**config.mk**
```make
export PLATFORM = sky130hd
export DESIGN_NAME = sysid_check_ctrl
export DESIGN_NICKNAME = d
export VERILOG_FILES = /design/src/rtl/sysid_ctrl_pkg.sv /design/src/rtl/avm_single_read.sv /design/src/rtl/sysid_check_ctrl.sv
export SDC_FILE = /design/constraint.sdc
export NUM_CORES = 1
export LEC_CHECK = 0
export CAP_MARGIN = 20
export CORE_MARGIN = 3
export CORE_UTILIZATION = 35
export CTS_CLUSTER_SIZE = 40
export DETAILED_ROUTE_END_ITERATION = 8
export GPL_ROUTABILITY_DRIVEN = 1
export PLACE_DENSITY = 0.64
export SYNTH_ARGS = -nofsm -noshare
export SYNTH_HDL_FRONTEND = slang
export SYNTH_SLANG_ARGS = --single-unit
```
**constraint.sdc**
```tcl
create_clock -name clock -period 2.2 [get_ports clock]
set_clock_uncertainty 0.2 [all_clocks]
set_input_delay 0.33 -clock clock [delete_from_list [all_inputs] [get_ports clock]]
set_output_delay 0.33 -clock clock [all_outputs]
set_load 0.05 [all_outputs]
```
**src/rtl/sysid_ctrl_pkg.sv**
```systemverilog
// sysid_ctrl_pkg: shared types and constants for the system-ID check controller
package sysid_ctrl_pkg;
  localparam int DATA_W = 32;
  localparam logic SYSID_ADDR_ID = 1'b0;
  localparam logic SYSID_ADDR_TS = 1'b1;
  typedef enum logic [2:0] {IDLE, RD_ID, RD_TS, CHECK, DONE} state_t;
endpackage

```
**src/rtl/avm_single_read.sv**
```systemverilog
// avm_single_read: holds one Avalon-MM read until accepted or timed out
module avm_single_read import sysid_ctrl_pkg::*; #(
  parameter int TIMEOUT_CYCLES = 256
) (
  input  logic              clock,
  input  logic              reset_n,
  input  logic              go,
  input  logic              go_addr,
  output logic              avm_address,
  output logic              avm_read,
  input  logic              avm_waitrequest,
  input  logic [DATA_W-1:0] avm_readdata,
  output logic [DATA_W-1:0] rd_data,
  output logic              rd_ok,
  output logic              rd_tmo
);
  localparam int TW = $clog2(TIMEOUT_CYCLES);
  localparam logic [TW-1:0] TMO_LAST = TW'(TIMEOUT_CYCLES - 1);
  logic [TW-1:0] tmo_cnt;
  assign rd_ok = avm_read && !avm_waitrequest;
  assign rd_tmo = avm_read && avm_waitrequest && tmo_cnt == TMO_LAST;
  assign rd_data = avm_readdata;
  // stall keeps address/read frozen; otherwise the next request (or idle) is loaded
  always_ff @(posedge clock or negedge reset_n)
    if (!reset_n) begin
      avm_read <= 1'b0;
      avm_address <= 1'b0;
      tmo_cnt <= '0;
    end else if (avm_read && avm_waitrequest && !rd_tmo) begin
      tmo_cnt <= tmo_cnt + 1'b1;
    end else begin
      avm_read <= go;
      avm_address <= go ? go_addr : avm_address;
      tmo_cnt <= '0;
    end
endmodule

```
**src/rtl/sysid_check_ctrl.sv**
```systemverilog
// sysid_check_ctrl: reads and verifies system ID and build timestamp over Avalon-MM
module sysid_check_ctrl import sysid_ctrl_pkg::*; #(
  parameter logic [DATA_W-1:0] EXPECTED_ID = 32'h0000_0000,
  parameter logic [DATA_W-1:0] EXPECTED_TS = 32'h6604_2AB7,
  parameter bit AUTO_START = 1'b1,
  parameter int TIMEOUT_CYCLES = 256,
  parameter int MAX_RETRIES = 2
) (
  input  logic              clock,
  input  logic              reset_n,
  input  logic              start,
  output logic              avm_address,
  output logic              avm_read,
  input  logic              avm_waitrequest,
  input  logic [DATA_W-1:0] avm_readdata,
  output logic              busy,
  output logic              done,
  output logic              pass,
  output logic              timeout_err,
  output logic [DATA_W-1:0] id_value,
  output logic [DATA_W-1:0] ts_value
);
  localparam logic [3:0] RETRY_MAX = 4'(MAX_RETRIES);
  state_t state;
  logic auto_q, req_q, idle, launch, match, retry, go, go_addr, rd_ok, rd_tmo;
  logic [3:0] retry_cnt;
  logic [DATA_W-1:0] rd_data;
  assign idle = state == IDLE || state == DONE;
  avm_single_read #(.TIMEOUT_CYCLES(TIMEOUT_CYCLES)) u_rd (
    .clock(clock),
    .reset_n(reset_n),
    .go(go),
    .go_addr(go_addr),
    .avm_address(avm_address),
    .avm_read(avm_read),
    .avm_waitrequest(avm_waitrequest),
    .avm_readdata(avm_readdata),
    .rd_data(rd_data),
    .rd_ok(rd_ok),
    .rd_tmo(rd_tmo)
  );
  // read requests issued to the reader on the edge the FSM enters a read state
  always_comb begin
    launch = req_q && idle;
    match = id_value == EXPECTED_ID && ts_value == EXPECTED_TS;
    retry = state == CHECK && !match && retry_cnt < RETRY_MAX;
    go = launch || retry || (state == RD_ID && rd_ok);
    go_addr = state == RD_ID ? SYSID_ADDR_TS : SYSID_ADDR_ID;
  end
  // sequencer: start capture, word reads, compare/retry and status outputs
  always_ff @(posedge clock or negedge reset_n)
    if (!reset_n) begin
      state <= IDLE;
      auto_q <= AUTO_START;
      req_q <= 1'b0;
      retry_cnt <= '0;
      busy <= 1'b0;
      done <= 1'b0;
      pass <= 1'b0;
      timeout_err <= 1'b0;
      id_value <= '0;
      ts_value <= '0;
    end else begin
      auto_q <= 1'b0;
      req_q <= (start || auto_q) && idle;
      case (state)
        RD_ID:
          if (rd_ok) begin
            id_value <= rd_data;
            state <= RD_TS;
          end else if (rd_tmo) begin
            state <= DONE;
            busy <= 1'b0;
            done <= 1'b1;
            timeout_err <= 1'b1;
          end
        RD_TS:
          if (rd_ok) begin
            ts_value <= rd_data;
            state <= CHECK;
          end else if (rd_tmo) begin
            state <= DONE;
            busy <= 1'b0;
            done <= 1'b1;
            timeout_err <= 1'b1;
          end
        CHECK:
          if (retry) begin
            retry_cnt <= retry_cnt + 1'b1;
            state <= RD_ID;
          end else begin
            state <= DONE;
            busy <= 1'b0;
            done <= 1'b1;
            pass <= match;
          end
        default:
          if (launch) begin
            state <= RD_ID;
            busy <= 1'b1;
            done <= 1'b0;
            pass <= 1'b0;
            timeout_err <= 1'b0;
            retry_cnt <= '0;
          end
      endcase
    end
endmodule

```
# --- After elaboration in Yosys (flattened, before gate mapping) ---
# Index checks and enable logic that the tools add are counted.
totals:
  inputBits: 36
  output_inout_bits: 70
  wordCells: 84
  reg_bits: 87
op_classes:
  n_reduce_logical: 31
  mux: 24
  magnitude_cmp: 1
  n_bitwise: 3
  eq_ne: 10
  addsub: 2
ops:
  columns: ["operator", "n"]
  rows:
  - ["32-bit by 31-bit == test with 1-bit output, second input constant", 1]
  - ["32-bit logical NOT", 1]
  - ["3-bit 2-to-1 mux", 5]
  - ["1-bit logical AND", 10]
  - ["1-bit 2-to-1 mux", 10]
  - ["3-bit case mux with 3 select lines", 1]
  - ["8-bit by 1-bit adder with 8-bit output, second input constant", 1]
  - ["8-bit == test, second input constant", 1]
  - ["4-bit 2-to-1 mux", 2]
  - ["8-bit 2-to-1 mux", 1]
  - ["1-bit case mux with 2 select lines", 4]
  - ["4-bit case mux with 2 select lines", 1]
  - ["4-bit AND reduction", 2]
  - ["3-bit by 2-bit == test with 1-bit output, second input constant", 2]
  - ["2-bit inequality test, second input constant", 3]
  - ["2-bit AND reduction", 3]
  - ["3-bit AND reduction", 2]
  - ["4-bit by 1-bit adder with 4-bit output, second input constant", 1]
  - ["1-bit logical OR", 4]
  - ["4-bit by 2-bit less-than comparator with 1-bit output, second input constant", 1]
  - ["2-bit nonzero test", 2]
  - ["4-bit nonzero test", 1]
  - ["3-bit by 1-bit == test with 1-bit output, second input constant", 1]
  - ["3-bit == test, second input constant", 1]
  - ["other kinds (6)", 10]

# --- Depth between registers and ports, before layout ---
# Gate-level depths: netlist (run 1).
depth:
  depth_word: 8
  mapped_depth: 7
  mapped_depth_nobuf: 6

# --- By module ---
# From an unflattened synthesis (run 1), not the netlist that was laid out.
hier_totals:
  hier_cells: 294
  area_unflattened_um2: 3886.2
modules_own_cells:
  columns: ["mod", "cells_per_inst", "instances", "area_per_inst_um2", "seq_area_each_um2"]
  rows:
  - ["sysid_check_ctrl", 213, 1, 3160.5, 1928.1]
  - ["avm_single_read", 81, 1, 725.7, 250.2]

# --- Worst setup path before layout (run 1) ---
# No wires, ideal clock.
synth_path:
  path_type: "register -> register"
  start: "reg ts_value[5]"
  end: "reg u_rd.avm_read"
  required_time_ns: 1.869
  setup_ns: 0.131
  arrival_ns: 1.895
  path_stages_with_launch: 6
  path_slack_ns: -0.026
  n_path_buf: 0
  synth_period_minus_slack_ns: 2.226
  cell_sequence: "dfrtp_1 -> nor4b_2 -> nand4_1 -> nor4_4 -> nor3_2 -> or3_1"
synth_between:
  elab_chain_len: 7
synth_lines:
  columns: ["element", "line_no", "text"]
  rows:
  - ["start: declaration", "sysid_check_ctrl.sv:21", "output logic [DATA_W-1:0] ts_value"]
  - ["start signal: assignment", "sysid_check_ctrl.sv:79", "ts_value <= rd_data;"]
  - ["32-bit by 31-bit == test with 1-bit output", "sysid_check_ctrl.sv:45", "match = id_value == EXPECTED_ID && ts_value == EXPECTED_TS;"]
  - ["1-bit logical AND", "sysid_check_ctrl.sv:45", null]
  - ["1-bit logical NOT", "sysid_check_ctrl.sv:46", "retry = state == CHECK && !match && retry_cnt < RETRY_MAX;"]
  - ["1-bit logical AND (2 in a row)", "sysid_check_ctrl.sv:46", null]
  - ["1-bit logical OR (2 in a row)", "sysid_check_ctrl.sv:47", "go = launch || retry || (state == RD_ID && rd_ok);"]
  - ["end signal: assignment", "avm_single_read.sv:32", "avm_read <= go;"]
  - ["end: declaration", "avm_single_read.sv:10", "output logic avm_read,"]
# Every way passes these cells.
# A chain may end at the register's enable or synchronous reset.

# --- Worst setup path after layout (run 1) ---
layout_path:
  start: "reg ts_value[30]"
  end: "out ts_value[30]"
# No word-level cell between the ends.

==> impl_results.rst, run 1 <==
.. list-table::
   :header-rows: 1

   * - Metric
     - Value
   * - Run status
     - finished clean
   * - Post-CTS clock slew at the launch and capture registers of the worst setup and hold paths
     - 90 ps
   * - Pin count of the biggest net entering global routing
     - 43
   * - First-pass GRT wire length
     - 14600 µm
   * - Critical path buffer and inverter count
     - 1
   * - CTS tree
     - yes
   * - Post-synthesis async set-or-reset flop share
     - 1.00
   * - Worst reg2reg setup slack
     - 100 ps
   * - Horizontal extent of the die
     - 108 µm
   * - Max-cap violations
     - 0
   * - Period Utilization, post-route
     - 0.969
   * - List of cells traversed by the critical path
     - clkdlybuf4s50_1
   * - Final cell utilization of the core
     - 0.531
   * - Most common cell in the netlist
     - sky130_fd_sc_hd__dfrtp_1
   * - Start of the worst register-to-register path
     - id_value[10]
   * - Final setup violation count
     - 0
   * - Worst slew margin
     - 0.642
   * - Total area of multi-input combinational cells
     - 1440 µm²
   * - Setup repair after global routing missed its margin
     - yes
   * - End of the worst register-to-register path
     - u_rd.avm_read
   * - Ratio of cells with drive above 1 in the final layout
     - 0.332
   * - Area of the core
     - a little under 10000 µm²
   * - Number of antenna violations at the first check in global routing
     - 0
   * - Buffers added on ports
     - 105
   * - Area Overhead vs Synth
     - 45.0%
   * - Sw Ratio
     - 0.215
   * - Relative contribution of sequential cells to total power
     - 0.545
   * - Hold slack
     - about 270 ps
   * - Tightest Pin Transition
     - approximately 540 ps
   * - Design Area, Final
     - 5260 µm²
   * - Critical-path maximum fanout
     - 3
   * - Commonest cells in the netlist
     - 86 x sky130_fd_sc_hd__dfrtp_1, 63 x sky130_fd_sc_hd__mux2_2, 15 x sky130_fd_sc_hd__nand2_1
   * - Total congestion overflow after global routing
     - 0
   * - Number of cells on the worst reg-to-reg path
     - 5
   * - Critical path launch point
     - ts_value[30]
   * - Post-synth top area share
     - 0.593
   * - Deepest level of the CTS H-tree
     - 3
   * - Number of optimization iterations in the first detailed-route pass
     - 4
   * - Cell taking the most area after synthesis
     - sky130_fd_sc_hd__dfrtp_1
   * - Detail-routed via count per cell
     - roughly 5.0
   * - Antenna Nets Post-Route
     - 0
   * - Peak clock frequency supported by timing
     - 0.469 GHz
   * - Final count of pins violating max slew
     - 0
   * - Tmin final
     - about 2100 ps
   * - Count of endpoints failing hold in the final timing report
     - 0
   * - Yosys warns
     - 0
   * - Number of enable flip-flop cells after synthesis
     - 0
   * - Syn nets
     - 299
   * - Min-Delay Path Class
     - input pin to asynchronous set/reset pin
   * - Overall power consumption
     - 2.94 mW
   * - Mapped Cells
     - 261
   * - Post-placement setup slack
     - around 20 ps
   * - Last weighted congestion value of the routability-driven placer
     - 0.804
   * - Antenna Cells
     - 0
   * - Placed cell count
     - 505
   * - Number of buffers between clock root and the deepest sink
     - 2
   * - Cell chosen for the clock root
     - sky130_fd_sc_hd__clkbuf_8
   * - Register Area
     - 2190 µm²
   * - IO Pins
     - 106
   * - Height of the die
     - 108 µm
   * - Filler cells
     - 870
   * - Routed WL per cell
     - 17.3 µm
   * - Start-to-end type of the worst setup path
     - flip-flop to primary output
   * - Via count
     - 2594
   * - Data required time at the worst endpoint
     - 1670 ps
   * - Layout Nets
     - 422
   * - Netlist area before placement
     - 3630 µm²
   * - Sw Pwr
     - 0.630 mW
   * - Num rows
     - 36
   * - Via count of the first global-routing pass
     - between 2000 and 3000
   * - Setup TNS
     - 0 ps
   * - Most used flip-flop cell after synthesis
     - sky130_fd_sc_hd__dfrtp_1
   * - Total length of routed wires
     - slightly above 9000 µm
   * - #FFs+latches synth
     - 87
   * - Starting utilization of the core area
     - 0.366
   * - Final HPWL from detailed placement
     - 6700 µm
   * - Internal
     - 2.31 mW
   * - Number of distinct library cells after synthesis
     - 44
   * - Share of synthesized area occupied by flip-flops and latches
     - 0.601
   * - Arrival time of the worst setup path
     - 1600 ps
   * - Number of buffers created by CTS
     - 9
   * - Skew-Pair Late Insertion Delay
     - 350 ps
   * - Master of the slowest instance on the critical path
     - sky130_fd_sc_hd__clkdlybuf4s50_1
   * - Placed cell areas
     - 4980 µm²
   * - Highest cell delay on the worst timing path
     - a little over 800 ps
   * - Die area
     - between 10000 and 15000 µm²
   * - Clk sink count
     - between 80 and 90
   * - Crit end category
     - primary output
   * - Clock network fraction of design power
     - 0.417
   * - Maximum resistive drop on vdd
     - 0.349 mV
   * - Startpoint types
     - flip-flop
   * - Global-route usage over all layers
     - 0.161
   * - Non-filler cells, final
     - roughly 520
   * - Most area-consuming cells after synthesis
     - sky130_fd_sc_hd__dfrtp_1 59%, sky130_fd_sc_hd__mux2_2 20%, sky130_fd_sc_hd__nand2_1 1.6%, sky130_fd_sc_hd__buf_2 1.2%, sky130_fd_sc_hd__nor4_1 1.2%
   * - Average size of a mapped cell
     - 13.9 µm²
   * - Remaining routing DRC violations
     - 0
   * - Leakage
     - 2.55 nW
   * - Starting DRC count in detailed routing
     - 82
   * - Minimum setup slack in the final design
     - 67.7 ps
   * - Power Dens Cells
     - 558 nW/µm²
   * - Combinational share of power
     - 0.038
   * - Top delay family on crit path
     - buffers and inverters
power by group through the flow:
stage | clock network (mW) | registers, mW | logic (mW)
after floorplan | 0 | 1.63 | 0.00157
after global placement | 0 | 1.63 | 0.115
after detailed placement | 0 | 1.63 | 0.115
after CTS | 1.27 | 1.60 | 0.117
after global routing | 1.33 | 1.60 | 0.125
final | 1.22 | 1.60 | 0.113
how the worst max path moves through the flow:
stage	cells after the start	endpoint
2_1_floorplan	5	u_rd.avm_read
3_3_place_gp	6	u_rd.avm_read
3_5_place_dp	6	u_rd.avm_read
4_1_cts	5	u_rd.avm_read
5_1_grt	5	u_rd.avm_read
6_report	1	ts_value[30]
routing by layer:
metal / GRT usage / vias up / share of wire
met4: 0.0298 / 0 / 0.0038
li1: - / 1196 / -
met2: 0.244 / 69 / 0.47
met3: 0.0678 / 4 / 0.072
met5: 0 / - / 0
met1: 0.219 / 1325 / 0.45
worst register-to-register path: stages (launching register included):
cell	delay [ps]
sky130_fd_sc_hd__dfrtp_2	430
sky130_fd_sc_hd__nor4_2	310
sky130_fd_sc_hd__nand4_1	200
sky130_fd_sc_hd__nor4_4	340
sky130_fd_sc_hd__nor3_2	130
sky130_fd_sc_hd__or3_1	370
kinds of logic (layout without fill, tap and decap cells):
logic type,count (synthesis),in the layout,share of synthesized area
buffers and inverters,13,141,0.0166
XOR/XNOR,6,6,0.0145
AND/OR/NAND/NOR,65,65,0.117
adder cells (fa/ha/maj),2,2,0.00690
multiplexers,65,65,0.201
flip-flops,87,87,0.601
AO/OA/AOI/OAI,22,22,0.0424
other,1,1,0.00103
layout make-up:
type	count	area share
clock buffer	9	0.0235
multi-input combinational	161	0.273
inverter	2	0.00143
tap	133	0.0316
timing repair buffer	123	0.235
sequential	87	0.417
clock inverter	7	0.0183
registers in the layout, summed over array words and instances (netlist names), 3 cells and up:
register and count:
ts_value 32, retry_cnt 4, id_value 32, state 3, u_rd.tmo_cnt 8
layout by cell type (no fill, tap or decap), types with 3 or more instances in the layout:
cell,netlist,routed
sky130_fd_sc_hd__nor4bb_1,3,3
sky130_fd_sc_hd__dfrtp_1,86,76
sky130_fd_sc_hd__nand2_1,15,15
sky130_fd_sc_hd__clkdlybuf4s50_1,0,92
sky130_fd_sc_hd__o21ai_0,5,5
sky130_fd_sc_hd__nor4_2,2,6
sky130_fd_sc_hd__dfrtp_2,0,10
sky130_fd_sc_hd__nand3_1,4,4
sky130_fd_sc_hd__a21oi_1,3,3
sky130_fd_sc_hd__xnor2_1,4,4
sky130_fd_sc_hd__mux2_2,63,63
sky130_fd_sc_hd__dlymetal6s2s_1,0,6
sky130_fd_sc_hd__buf_4,0,19
sky130_fd_sc_hd__clkbuf_8,0,9
sky130_fd_sc_hd__nand4_1,4,4
sky130_fd_sc_hd__buf_12,0,4
sky130_fd_sc_hd__nor2_1,10,10
what timing repair did:
| action | in CTS | in global routing |
|---|---|---|
| hold buffers | 1 | 0 |
| pin swaps | 0 | 2 |
| resized for setup | 3 | 10 |
| endpoints found under the hold margin | 30 | 0 |
| endpoints found under the setup margin | 2 | 8 |
| gates cloned | 0 | 0 |
| setup buffers | 0 | 0 |
Power figures use the tool's default switching activity.
==> run 2: changes to the inputs <==
Settings changed: RECOVER_POWER set to 100.
==> run 2 against run 1 <==
Net effect: largest power group unchanged; worst hold slack better by 13 ps; power about the same; highest routed layer unchanged; cell count is the same; via count decreased by 0.46%; register-to-register slack is essentially flat; sequential power about the same; wire length shrank 0.63%; fmax hardly changed; critical path depth stayed put.
==> impl_results.rst, run 2 (synthesis gave the netlist of run 1 again) <==
.. list-table::
   :header-rows: 1

   * - Metric
     - Value
   * - Run status
     - finished clean
   * - Data required time at the worst endpoint
     - 1670 ps
   * - Worst reg2reg setup slack
     - around 90 ps
   * - Buffers added on ports
     - 105
   * - Sw Pwr
     - 0.630 mW
   * - Area Overhead vs Synth
     - 41.6%
   * - Combinational share of power
     - 0.038
   * - Placed cell count
     - 505
   * - Number of cells on the worst reg-to-reg path
     - 5
   * - Top delay family on crit path
     - buffers and inverters
   * - Master of the slowest instance on the critical path
     - sky130_fd_sc_hd__clkdlybuf4s50_1
   * - Post-CTS clock slew at the launch and capture registers of the worst setup and hold paths
     - approximately 90 ps
   * - Worst slew margin
     - 0.416
   * - Non-filler cells, final
     - 522
   * - Final HPWL from detailed placement
     - 6700 µm
   * - Highest cell delay on the worst timing path
     - between 800 and 900 ps
   * - Starting DRC count in detailed routing
     - 77
   * - Final setup violation count
     - 0
   * - Detail-routed via count per cell
     - 4.95
   * - Leakage
     - 2.39 nW
   * - End of the worst hold path
     - timeout_err
   * - Antenna Cells
     - 0
   * - List of cells traversed by the critical path
     - clkdlybuf4s50_1
   * - Remaining routing DRC violations
     - 0
   * - Pin count of the biggest net entering global routing
     - 43
   * - Tightest Pin Transition
     - 875 ps
   * - Most common library cell in the layout ignoring fill and taps
     - sky130_fd_sc_hd__clkdlybuf4s50_1
   * - Final count of pins violating max slew
     - 0
   * - Start of the worst register-to-register path
     - id_value[10]
   * - IO Pins
     - 106
   * - Startpoint of the lowest-slack hold path
     - timeout_err
   * - Peak clock frequency supported by timing
     - 0.469 GHz
   * - Via count
     - 2582
   * - Height of the die
     - 108 µm
   * - Period Utilization, post-route
     - 0.970
   * - Tmin final
     - roughly 2100 ps
   * - Relative contribution of sequential cells to total power
     - 0.545
   * - End of the worst register-to-register path
     - u_rd.avm_read
   * - Antenna Nets Post-Route
     - 0
   * - Number of buffers between clock root and the deepest sink
     - 2
   * - Num rows
     - 36
   * - Total length of routed wires
     - 8990 µm
   * - Top library cells by usage in the layout, fill and taps aside
     - 91 x sky130_fd_sc_hd__clkdlybuf4s50_1, 76 x sky130_fd_sc_hd__dfrtp_1, 63 x sky130_fd_sc_hd__mux2_2
   * - Starting utilization of the core area
     - 0.366
   * - Global-route usage over all layers
     - 0.161
   * - First-pass GRT wire length
     - 14600 µm
   * - Sw Ratio
     - 0.215
   * - Maximum resistive drop on vdd
     - 0.349 mV
   * - Arrival time of the worst setup path
     - between 1500 and 2000 ps
   * - Die area
     - about 12000 µm²
   * - Regs by FF count
     - id_value (32), ts_value (32), u_rd.tmo_cnt (8)
   * - Routed WL per cell
     - 17.2 µm
   * - Via count of the first global-routing pass
     - 2737
   * - Minimum setup slack in the final design
     - 66.8 ps
   * - Deepest level of the CTS H-tree
     - 3
   * - Crit end category
     - primary output
   * - Critical-path maximum fanout
     - 3
   * - Area of the core
     - 9910 µm²
   * - Internal
     - between 2 and 2.5 mW
   * - Setup TNS
     - 0 ps
   * - Skew-Pair Late Insertion Delay
     - approximately 350 ps
   * - Start-to-end type of the worst setup path
     - flip-flop to primary output
   * - Number of optimization iterations in the first detailed-route pass
     - 4
   * - Clock network fraction of design power
     - 0.417
   * - Horizontal extent of the die
     - 108 µm
   * - Setup repair after global routing missed its margin
     - yes
   * - Max-cap violations
     - 0
   * - Cell chosen for the clock root
     - sky130_fd_sc_hd__clkbuf_8
   * - Number of antenna violations at the first check in global routing
     - 0
   * - Count of endpoints failing hold in the final timing report
     - 0
   * - Setup repair bufs after CTS
     - 0
   * - Number of buffers created by CTS
     - 9
   * - Last weighted congestion value of the routability-driven placer
     - 0.804
   * - Startpoint types
     - flip-flop
   * - Post-placement setup slack
     - around 19 ps
   * - Number of cells on the worst hold path
     - 2
   * - Clk sink count
     - 87
   * - Layout Nets
     - 422
   * - Min-Delay Path Class
     - flip-flop to flip-flop
   * - Critical path buffer and inverter count
     - 1
   * - Overall power consumption
     - 2.93 mW
   * - Ratio of cells with drive above 1 in the final layout
     - 0.311
   * - Power Dens Cells
     - 571 nW/µm²
   * - CTS tree
     - yes
   * - Total congestion overflow after global routing
     - 0
## run 2: cell count changes in the layout (fill, tap and decap cells not counted), sizes merged
cell           before  now
dlymetal6s2s        6    1
clkdlybuf4s50      92   91
dlygate4sd3         1    2
buf                23   10
clkbuf              9   27
## run 2: layer usage
layer  GRT usage  vias up  part of all wire
met2       0.244       75              0.47
met4      0.0298        0            0.0039
met5           0        -                 0
met3      0.0678        4             0.074
met1       0.219     1309              0.45
li1            -     1194                 -
## run 2: worst max-delay path by stage
stage / end / slack [ps] / depth (start not counted) / from
2_1_floorplan: u_rd.avm_read / 1 / 5 / id_value[20]
3_3_place_gp: u_rd.avm_read / -20 / 6 / ts_value[20]
3_5_place_dp: u_rd.avm_read / 20 / 6 / ts_value[20]
4_1_cts: u_rd.avm_read / 10 / 5 / id_value[23]
5_1_grt: u_rd.avm_read / -7 / 5 / ts_value[14]
6_report: ts_value[30] / 70 / 1 / ts_value[30]
## run 2: timing repair
| item | 4_1_cts | 5_1_grt |
|---|---|---|
| pin swaps | 0 | 2 |
| gates resized for setup | 3 | 10 |
| endpoints found under the hold margin | 30 | 0 |
| hold buffers | 1 | 0 |
| setup endpoints to repair | 2 | 8 |
## run 2: power groups by stage
stage | logic [mW] | clock network, mW | registers (mW)
floorplan | 0.00157 | 0 | 1.63
global placement | 0.115 | 0 | 1.63
detailed placement | 0.115 | 0 | 1.63
CTS | 0.117 | 1.27 | 1.60
global route | 0.124 | 1.33 | 1.60
finish | 0.111 | 1.22 | 1.60
## run 2: through the flow
stage	hold WS [ps]	instance area, µm²	utilization
after global routing	310	5130	0.518
after detailed placement	110	4980	0.502
final	282	5130	0.518
after floorplan	-166	3640	-
after global placement	107	4980	0.502
after CTS	259	5220	0.527
## run 2: final cells by class
type,count,area [µm²]
Clock buffer,9,124
Clock inverter,7,96.3
Fill cell,894,4770
Inverter,2,7.51
Multi-Input combinational cell,161,1430
Sequential cell,87,2190
Tap cell,133,166
Timing Repair Buffer,123,1120
==> run 3: changes to the inputs <==
Settings changed: GPL_TIMING_DRIVEN set to 0, REMOVE_ABC_BUFFERS set to 1.
==> run 3 against run 2 <==
Net effect: fmax shrank 1.1%; sequential share of layout area is 0.15 points lower; highest routed layer unchanged; clock-buffer cell count grew 2; worst setup slack got worse by 23 ps; sequential cell count stayed put; wire length rose by 0.19%; design area decreased by 0.22%; cell count down 1.5%; via count down 1.0%.
==> impl_results.rst, run 3 (synthesis gave the netlist of run 1 again) <==
.. list-table::
   :header-rows: 1

   * - Metric
     - Value
   * - Run status
     - finished clean
   * - Start-to-end type of the worst setup path
     - flip-flop to flip-flop
   * - Min-Delay Path Class
     - flip-flop to flip-flop
   * - Total number of cells along the worst setup path
     - 6
   * - Antenna Nets Post-Route
     - 0
   * - Tightest Pin Transition
     - approximately 980 ps
   * - Setup TNS
     - 0 ps
   * - Critical path launch point
     - id_value[23]
   * - Post-CTS clock slew at the launch and capture registers of the worst setup and hold paths
     - 90 ps
   * - IO Pins
     - 106
   * - Arrival time of the worst setup path
     - around 2200 ps
   * - Setup repair after global routing missed its margin
     - yes
   * - Total length of routed wires
     - 9010 µm
   * - Count of endpoints failing hold in the final timing report
     - 0
   * - Library cell appearing most often on the critical path
     - sky130_fd_sc_hd__nor4_4
   * - Startpoint types
     - flip-flop
   * - Power Dens Cells
     - 581 nW/µm²
   * - Height of the die
     - 108 µm
   * - Die area
     - ~12000 µm²
   * - Worst setup path endpoint
     - pass
   * - Maximum resistive drop on vdd
     - 0.334 mV
   * - First-pass GRT wire length
     - 14700 µm
   * - Total area of multi-input combinational cells
     - 1470 µm²
   * - Starting utilization of the core area
     - 0.366
   * - Global-route usage over all layers
     - 0.165
   * - Number of cells on the worst hold path
     - 2
   * - Register Area
     - 2180 µm²
   * - Total congestion overflow after global routing
     - 0
   * - Via count of the first global-routing pass
     - 2731
   * - Antenna Cells
     - 0
   * - Start of the worst register-to-register path
     - id_value[23]
   * - Filler cells
     - 915
   * - Layout Nets
     - 414
   * - Critical-path maximum fanout
     - 3
   * - Top delay family on crit path
     - simple AND/OR/NAND/NOR gates
   * - List of cells traversed by the critical path
     - nor4_4, nand4_1, nor4_4, buf_4, o32ai_2, a22o_1
   * - Crit end category
     - flip-flop
   * - Number of optimization iterations in the first detailed-route pass
     - 4
   * - Max-cap violations
     - 0
   * - Number of buffers created by CTS
     - 9
   * - Via count
     - 2555
   * - Area Overhead vs Synth
     - 41.3%
   * - Tmin final
     - around 2200 ps
   * - Number of antenna violations at the first check in global routing
     - 0
   * - Number of cells on the worst reg-to-reg path
     - 6
   * - Worst slew margin
     - 0.344
   * - Final count of pins violating max slew
     - 0
   * - Detail-routed via count per cell
     - a little under 5
   * - Cell chosen for the clock root
     - sky130_fd_sc_hd__clkbuf_8
   * - Peak clock frequency supported by timing
     - between 0.4 and 0.5 GHz
   * - Last weighted congestion value of the routability-driven placer
     - 0.779
   * - Data required time at the worst endpoint
     - 2240 ps
   * - Horizontal extent of the die
     - 108 µm
   * - CTS tree
     - yes
   * - End of the worst register-to-register path
     - pass
   * - Number of buffers between clock root and the deepest sink
     - 2
   * - Skew-Pair Late Insertion Delay
     - ~360 ps
   * - Deepest level of the CTS H-tree
     - 3
   * - Master of the slowest instance on the critical path
     - sky130_fd_sc_hd__dfrtp_1
   * - Regs by FF count
     - id_value (32), ts_value (32), u_rd.tmo_cnt (8)
   * - Num rows
     - 36
   * - Routed WL per cell
     - around 18 µm
   * - Ratio of cells with drive above 1 in the final layout
     - 0.270
   * - Starting DRC count in detailed routing
     - 40
   * - Remaining routing DRC violations
     - 0
   * - Most common library cell in the layout ignoring fill and taps
     - sky130_fd_sc_hd__clkdlybuf4s50_1
   * - Final HPWL from detailed placement
     - 6450 µm
   * - Period Utilization, post-route
     - 0.980
   * - Final setup violation count
     - 0
   * - Area of the core
     - 9910 µm²
   * - Pin count of the biggest net entering global routing
     - 51
   * - Clk sink count
     - 87
   * - Critical path buffer and inverter count
     - 1
   * - Top library cells by usage in the layout, fill and taps aside
     - 91 x sky130_fd_sc_hd__clkdlybuf4s50_1, 86 x sky130_fd_sc_hd__dfrtp_1, 63 x sky130_fd_sc_hd__mux2_2
   * - Hold slack
     - 285 ps
   * - Worst reg2reg setup slack
     - 40 ps
   * - Highest cell delay on the worst timing path
     - 430 ps
   * - Leakage
     - between 2 and 2.5 nW
   * - Buffers added on ports
     - 105
run 3: cell count changes in the layout (fill, tap and decap cells not counted), sizes merged:
cell,change
clkinvlp,+2
inv,-1
dlygate4sd3,+2
clkbuf,-4
dlygate4sd2,+1
clkinv,-3
buf,-5
run 3: through the flow:
| step | power, mW | utilization | std cells | worst slack, ps | cell area, µm² |
|---|---|---|---|---|---|
| global route | 3.10 | 0.517 | 514 | -90.2 | 5120 |
| CTS | 3.03 | 0.523 | 510 | -21.1 | 5190 |
| finish | 2.98 | 0.517 | 514 | 43.3 | 5120 |
| global placement | 1.74 | 0.484 | 488 | -2640 | 4790 |
| floorplan | 1.63 | - | 250 | -762 | 3570 |
| detailed placement | 1.74 | 0.493 | 492 | -344 | 4890 |
run 3: report_power, final:
| group | switching [mW] | total (mW) | internal (mW) | leakage, nW |
|---|---|---|---|---|
| Combinational | 0.0486 | 0.106 | 0.0577 | 1.09 |
| Sequential | 0.000225 | 1.60 | 1.60 | 1.19 |
| Clock | 0.571 | 1.27 | 0.700 | 0.112 |
run 3: worst min-delay path, delay by kind of cell, from the launching register on:
kind	cells	cell delay, ps
flip-flops	1	350
AO/OA/AOI/OAI	1	60
AND/OR/NAND/NOR	1	50
run 3: metal layers:
layer,share of wire,vias to the layer above,global-route usage
met5,0,-,0
met4,0.013,0,0.0487
met3,0.082,11,0.0690
met2,0.45,77,0.253
met1,0.45,1282,0.212
li1,-,1185,-
run 3: final cells by class:
cell class              count  share of cell area
clock buffers              11              0.0295
clock inverters             5              0.0156
inverters                   2             0.00147
multi-input cells         161               0.287
flip-flops and latches     87               0.425
well taps                 133              0.0325
repair buffers            115               0.209
run 3: timing repair:
action,in CTS,in global routing
buffers inserted,1,4
hold endpoints to repair,36,0
endpoints found under the setup margin,11,37
hold buffers,1,0
gates resized for setup,9,12
cloned,0,0
pin swaps,1,7
run 3: worst min-delay path by stage:
stage | start | endpoint | slack (ps)
2_1_floorplan | reset_n | busy | -170
3_3_place_gp | timeout_err | timeout_err | 260
3_5_place_dp | reset_n | ts_value[20] | 150
4_1_cts | reset_n | state[1] | 290
5_1_grt | retry_cnt[3] | retry_cnt[3] | 310
6_report | timeout_err | timeout_err | 280
